`src/rtl/nibble_serial_adder_pkg.sv`:
```
// Shared types and constants for the nibble-serial add/subtract sequencer.
package nibble_serial_adder_pkg;

  typedef enum logic [1:0] {
    IDLE = 2'd0,
    RUN  = 2'd1,
    DONE = 2'd2
  } state_t;

  // Width of the shared carry-chain slice.
  localparam int NIB_W = 4;

  // Width of the nibble index; a single-nibble word still needs one bit.
  function automatic int idx_width(input int nib);
    return (nib <= 1) ? 1 : $clog2(nib);
  endfunction

endpackage

```
`src/rtl/nibble_serial_adder_add4_cin.sv`:
```
// 4-bit combinational ripple adder slice with carry in and carry out.
module add4_cin
  import nibble_serial_adder_pkg::*;
(
  input  logic [NIB_W-1:0] a,
  input  logic [NIB_W-1:0] b,
  input  logic             cin,
  output logic [NIB_W-1:0] sum,
  output logic             cout
);

  // One extra bit on the left catches the carry out of the slice.
  always_comb begin
    {cout, sum} = {1'b0, a} + {1'b0, b} + {{NIB_W{1'b0}}, cin};
  end

endmodule

```
`src/rtl/nibble_serial_adder.sv`:
```
// Add/subtract sequencer that walks one shared 4-bit slice across a WIDTH-bit
// operand pair, least significant nibble first, carrying through a register.
module nibble_serial_adder
  import nibble_serial_adder_pkg::*;
#(
  parameter int WIDTH = 16
) (
  input  logic             clk,
  input  logic             rst,
  input  logic             in_valid,
  output logic             in_ready,
  input  logic [WIDTH-1:0] a,
  input  logic [WIDTH-1:0] b,
  input  logic             cin,
  input  logic             sub,
  output logic             out_valid,
  input  logic             out_ready,
  output logic [WIDTH-1:0] sum,
  output logic             cout,
  output logic             ovf
);

  localparam int NIB   = WIDTH / NIB_W;
  localparam int IDX_W = idx_width(NIB);
  localparam logic [IDX_W-1:0] LAST_IDX = IDX_W'(NIB - 1);

  state_t state, state_next;

  logic [NIB-1:0][NIB_W-1:0] opa, opb, result;
  logic                      carry;
  logic                      ovf_r;
  logic [IDX_W-1:0]          idx;
  logic [NIB_W-1:0]          slice_sum;
  logic                      slice_cout;
  logic                      accept;
  logic                      last;

  // Two's-complement overflow: like-signed operands giving an unlike-signed result.
  function automatic logic add_ovf(input logic a_msb, input logic b_msb, input logic r_msb);
    return (a_msb == b_msb) && (r_msb != a_msb);
  endfunction

  assign accept = in_ready & in_valid;
  assign last   = (idx == LAST_IDX);

  add4_cin u_slice (
    .a    (opa[idx]),
    .b    (opb[idx]),
    .cin  (carry),
    .sum  (slice_sum),
    .cout (slice_cout)
  );

  // State register.
  always_ff @(posedge clk) begin
    if (rst) state <= IDLE;
    else     state <= state_next;
  end

  // Next-state and handshake outputs, decoded from state only.
  always_comb begin
    state_next = state;
    in_ready   = 1'b0;
    out_valid  = 1'b0;
    case (state)
      IDLE: begin
        in_ready = 1'b1;
        if (in_valid) state_next = RUN;
      end
      RUN: begin
        if (last) state_next = DONE;
      end
      DONE: begin
        out_valid = 1'b1;
        if (out_ready) state_next = IDLE;
      end
      default: state_next = IDLE;
    endcase
  end

  // Operand capture; subtraction is folded into an inverted B plus carry-in of 1.
  always_ff @(posedge clk) begin
    if (accept) begin
      opa <= a;
      opb <= sub ? ~b : b;
    end
  end

  // Result, carry, index and overflow: cleared on accept, stepped once per RUN cycle.
  always_ff @(posedge clk) begin
    if (rst) begin
      result <= '0;
      carry  <= 1'b0;
      ovf_r  <= 1'b0;
      idx    <= '0;
    end else if (accept) begin
      result <= '0;
      carry  <= sub ? 1'b1 : cin;
      ovf_r  <= 1'b0;
      idx    <= '0;
    end else if (state == RUN) begin
      result[idx] <= slice_sum;
      carry       <= slice_cout;
      if (last) begin
        ovf_r <= add_ovf(opa[NIB-1][NIB_W-1], opb[NIB-1][NIB_W-1], slice_sum[NIB_W-1]);
      end else begin
        idx <= idx + 1'b1;
      end
    end
  end

  assign sum  = result;
  assign cout = carry;
  assign ovf  = ovf_r;

endmodule

```
`config.mk`:
```
export PLATFORM = sky130hd
export DESIGN_NAME = nibble_serial_adder
export DESIGN_NICKNAME = d
export VERILOG_FILES = /design/src/rtl/nibble_serial_adder_pkg.sv /design/src/rtl/nibble_serial_adder_add4_cin.sv /design/src/rtl/nibble_serial_adder.sv
export SDC_FILE = /design/constraint.sdc
export NUM_CORES = 1
export LEC_CHECK = 0
export ABC_AREA = 1
export ABC_CLOCK_PERIOD_IN_PS = 2800
export CAP_MARGIN = 15
export CORE_MARGIN = 5
export CORE_UTILIZATION = 51
export CTS_BUF_LIST = sky130_fd_sc_hd__clkbuf_8
export DETAILED_ROUTE_END_ITERATION = 10
export GPL_ROUTABILITY_DRIVEN = 0
export PLACE_DENSITY_LB_ADDON = 0.3
export SLEW_MARGIN = 30
export SYNTH_ARGS = -nofsm -noshare
export SYNTH_HDL_FRONTEND = slang
export SYNTH_SLANG_ARGS = --single-unit
```
`constraint.sdc`:
```
create_clock -name clk -period 2.8 [get_ports clk]
set_clock_uncertainty 0.05 [all_clocks]
set_input_delay 0.84 -clock clk [delete_from_list [all_inputs] [get_ports clk]]
set_output_delay 0.84 -clock clk [all_outputs]
set_load 0.03 [all_outputs]
```
* Yosys cells after proc, flatten, opt, wreduce, memory -nomap -nowiden
Cells that the tools add are included.
** Storage, ports and cells
- Word-level logic and storage cells :: 57
- Output and inout port bits :: 20
- Flip-flop bits (word level) :: 54
** Operators by class
- Reductions and logical operators :: 8
- Equal/unequal tests :: 8
- Muxes and demuxes :: 17
- $lt $le $gt $ge :: 2
- Add/sub/neg operators :: 3
- Bitwise logic cells :: 3
** Operator list (count)
- 4-bit binary-select mux with 2-bit select :: 2
- 16-bit bitwise mux :: 1
- 16-bit 2-to-1 mux :: 1
- 16-bit inverter :: 1
- 4-bit 2-to-1 mux :: 3
- 4-bit demux with 2-bit select :: 1
- 2-bit 2-to-1 mux :: 3
- 2-bit != test, second input constant :: 3
- 2-bit one-hot mux with 3 select lines :: 1
- 4-bit by 4-bit adder with 5-bit output :: 1
- 5-bit by 1-bit adder with 5-bit output :: 1
- 1-bit 2-to-1 mux :: 5
- 2-bit equality test, second input constant :: 2
- 2-bit AND reduction :: 2
- 2-bit by 3-bit < comparator with 1-bit output, second input constant :: 1
- 3-bit AND reduction :: 1
- 2-bit by 1-bit adder with 2-bit output, second input constant :: 1
- 2-bit by 1-bit equality test with 1-bit output, second input constant :: 1
- 2-bit by 1-bit >= comparator with 1-bit output, second input constant :: 1
- 1-bit logical AND :: 2
- 2-bit logical NOT :: 1
- 2-bit nonzero test :: 1
- 2-bit OR reduction :: 1
- 1-bit bitwise AND :: 1
- 3 further kinds :: 3

* Depth between registers and ports, before layout
- Word-level depth :: 6
- Mapped depth :: 12

* Modules after synthesis
A second synthesis with hierarchy kept.
** Unflattened totals
- Cell total of the unflattened synthesis :: 241
- Area total of the unflattened synthesis :: 2438.6 sq um
** Modules (own cells, without submodules)
- nibble_serial_adder :: area each 2273.4 sq um, cells an instance 216, times used 1
- add4_cin :: area each 165.2 sq um, cells an instance 25, times used 1

* Least setup slack after synthesis
OpenSTA, ideal clock, no wires.
- Path type :: flip-flop to flip-flop
- From :: register idx[0]
- To :: register result (netlist bit sum[10])
- Setup slack :: 385 ps
- Stages on the path, launching flop included :: 12
- Arrival :: 2299 ps
- Setup time :: 66 ps
- Clock period less this slack :: 2415 ps
- Cell sequence :: dfxtp_1 > clkinv_1 > buf_2 > nor2_1 > o22ai_1 > fa_1 > fa_1 > nand2_1 > inv_1 > nor2_1 > nand3_1 > a21oi_2
** Between the ends
- Longest elaborated chain between the ends :: 5
- Elaborated cells between the ends (all ways) :: 12
** Ends and longest elaborated chain
- from (decl) :: line nibble_serial_adder.sv:32 : logic [IDX_W-1:0] idx;
- from (signal assigned) :: line nibble_serial_adder.sv:107 : idx <= idx + 1'b1;
- 4-bit binary-select mux with 2-bit select (tied with other cells) :: line nibble_serial_adder.sv:47 : .a (opa[idx]),
- 4-bit 2-to-1 mux (not written as such) (tied with other cells) :: line nibble_serial_adder.sv:47
- 4-bit by 4-bit adder with 5-bit output / 4-bit 2-to-1 mux (equally long branches) :: line nibble_serial_adder_add4_cin.sv:14, nibble_serial_adder.sv:102
- 5-bit by 1-bit adder with 5-bit output / 4-bit demux with 2-bit select (equally long branches) :: line nibble_serial_adder_add4_cin.sv:14, nibble_serial_adder.sv:102
- 16-bit bitwise mux * :: line nibble_serial_adder.sv:102 : result[idx] <= slice_sum;
- to (signal, indexed assignment) :: line nibble_serial_adder.sv:102
- to (decl) :: line nibble_serial_adder.sv:29 : logic [NIB-1:0][NIB_W-1:0] opa, opb, result;
Mark *: on every way between the ends. The rest lies on a longest branch, timed or not. The select of a mux whose other input is x is not followed.
A chain may end at the register's enable or synchronous reset.

* Final worst setup path
Same ends and word-level chain as after synthesis.

==> metrics.yaml <==
status:
  status: "finished, final reports clean"
die:
  die_x_um: 79.3
  die-area_um2: 6290
  start_util_pct: 52.2
  core-area_um2: 4690
  rows: 25
  dieHeight_um: 79.3
  ios: 58
yosys:
  ys_types: 26
  synth_top_area_share_pct: 39.2
  synth-seq-cells: 54
  synth_seq_area_share_pct: 57.2
  avgSynthCellArea_um2: 10.5
  synth_cells: 234
  yosysWarnings: 0
  synth.cell_area_um2: 2450
  syn_nets: 281
  synthTopCellsByArea: "edfxtp_1 (39%), dfxtp_1 (18%), xor2_1 (5.7%)"
  synth_top_area_cell: "edfxtp_1"
sta:
  tns_ns: 0
  period_share_pct: 90.9
  setup_viol: 0
  fin_ws_ns: 0.255
  period_needed_ns: 2.54
  finalHoldViolCount: 0
  worst_slew_pin_slew_ns: 0.393
  max_freq_ghz: 0.393
  slew_headroom_pct: 73.8
  rsz0062_at_grt: "false"
  slew_violations: 0
detailed_routing:
  postRouteAntennaNets: 0
  vias_per_cell: 5.10
  firstDrtPassIters: 6
  wl_um: 4740
  avgRoutedWirePerCell_um: 13.5
  drt-initial-drc-count: 82
  drc: 0
  via_count: 1796
cts:
  clkTransAtPathRegs_ns: 0.09
  cts_hold_buf: 0
  tritoncts: "built"
  cts_max_level: 2
  cts.sink_count: 54
  cts-root-buf: "clkbuf_8"
  clk_latency_ns: 0.30
  cts.path.max_buffers: 2
  numCtsBuffers: 5
  cts_setup_buffers: 0
  ctsResizeCount: 0
global_routing:
  grt.total_usage_pct: 16.0
  grt_pass1_vias: 1741
  antenna_found_initial: 0
  grt_overflow: 0
  grt_start_max_net_pins: 33
  grt_pass1_wl_um: 7800
power:
  vdd_ir_drop_max_v: 0.000286
  p_clk_share_pct: 24.4
  power_density_nw_per_um2: 528
  p_switching_mw: 0.461
  leakage_nw: 1.19
  p_seq_share_pct: 54.6
  sw_frac_of_total_pct: 27.5
  p_comb_share_pct: 21.0
  internal_power_mw: 1.21
worst_setup_path:
  path_max_fanout: 14
  cp-end-kind: "register"
  critPathArrivalTime_ns: 2.73
  critPathLaunchType: "register"
  critical_path_required_ns: 2.99
  crit_type: "register to register"
finish:
  drive_gt1_share_pct: 9.73
  diodes: 0
  nets: 344
  final_cell_mix: "clkdlybuf4s50_1 (57), edfxtp_1 (32), nand2_1 (28)"
  area_growth_syn_to_layout_pct: 29.5
  final_common_cell: "clkdlybuf4s50_1"
  layout.cells.non_filler: 352
job:
  cap_viol_max_count: 0
placement:
  pre_cts_ws_ns: 0.280
  dp_cells: 344
  io_buffers: 57
  hpwlAfterDp_um: 3600
hold_path:
  hold_class: "register to register"
## metrics by stage
| step | util [%] | hold slack, ns | total power, mW | cell area (µm²) |
|---|---|---|---|---|
| 2_1_floorplan | - | 0.537 | 1.15 | 2450 |
| 5_1_grt | 67.6 | 0.444 | 1.77 | 3170 |
| 6_report | 67.6 | 0.422 | 1.68 | 3170 |
| 3_5_place_dp | 65.8 | 0.408 | 1.28 | 3090 |
| 4_1_cts | 67.6 | 0.421 | 1.69 | 3170 |
| 3_3_place_gp | 65.8 | 0.409 | 1.28 | 3090 |
## routing by layer
metal  vias up  part of all wire [%]  track usage (%)
met5         -                     0                0
li1        923                     -                -
met4         0                   2.9             7.90
met1       798                    42             18.4
met2        61                    49             26.8
met3        14                   6.2             4.99
## power groups by stage
stage	Combinational (mW)	Sequential [mW]	Clock (mW)
after global placement	0.344	0.932	0
after detailed placement	0.351	0.934	0
after floorplan	0.204	0.945	0
after global routing	0.390	0.920	0.458
after CTS	0.354	0.915	0.421
final	0.352	0.915	0.409
## synthesized netlist by cell type (all sizes together)
master / number
edfxtp: 32
o22ai: 8
o21ai: 24
nor2: 26
a21oi: 21
inv: 19
buf: 6
xor2: 16
clkinv: 2
nand2: 30
fa: 2
nor3: 1
nand3: 16
dfxtp: 22
ha: 7
o21a: 2
## sequential cells by signal (all words and copies together) (netlist names)
name	count
cout	1
sum	16
state	2
opa	16
ovf	1
idx	2
opb	16
## cell families after synthesis
group                    count (synthesis)  synth area share, %
AO/OA/AOI/OAI                           55                 13.4
XOR/XNOR                                16                 5.72
adder cells (fa/ha/maj)                  9                 5.21
buffers and inverters                   27                 5.00
flip-flops                              54                 57.2
AND/OR/NAND/NOR                         73                 13.5
## path summary, 6_finish.rpt
kind	from	end	slack [ns]	cells after the start
worst max-delay path	idx[0]	sum[10]	0.26	10
worst min-delay path	sum[1]	sum[1]	0.42	2
worst max register to register	idx[0]	sum[10]	0.26	10
worst min register to register	sum[1]	sum[1]	0.42	2
## worst max-delay path, stage by stage, from the launching register on
cell	delay, ns
dfxtp_1	0.34
clkinv_1	0.28
o21ai_0	0.26
o22ai_1	0.11
fa_1	0.45
fa_1	0.40
nand2_1	0.08
inv_1	0.05
nor2_1	0.19
nand3_1	0.12
a21oi_2	0.13
## area by class of cell
class / count / area, µm²
fillers: 398 / 1520
flip-flops and latches: 54 / 1400
multi-input cells: 153 / 927
repair buffers: 62 / 608
inverters: 21 / 83.8
clock buffers: 5 / 68.8
well taps: 54 / 67.6
clock inverters: 3 / 16.3
(Power assumes the default switching activity.)
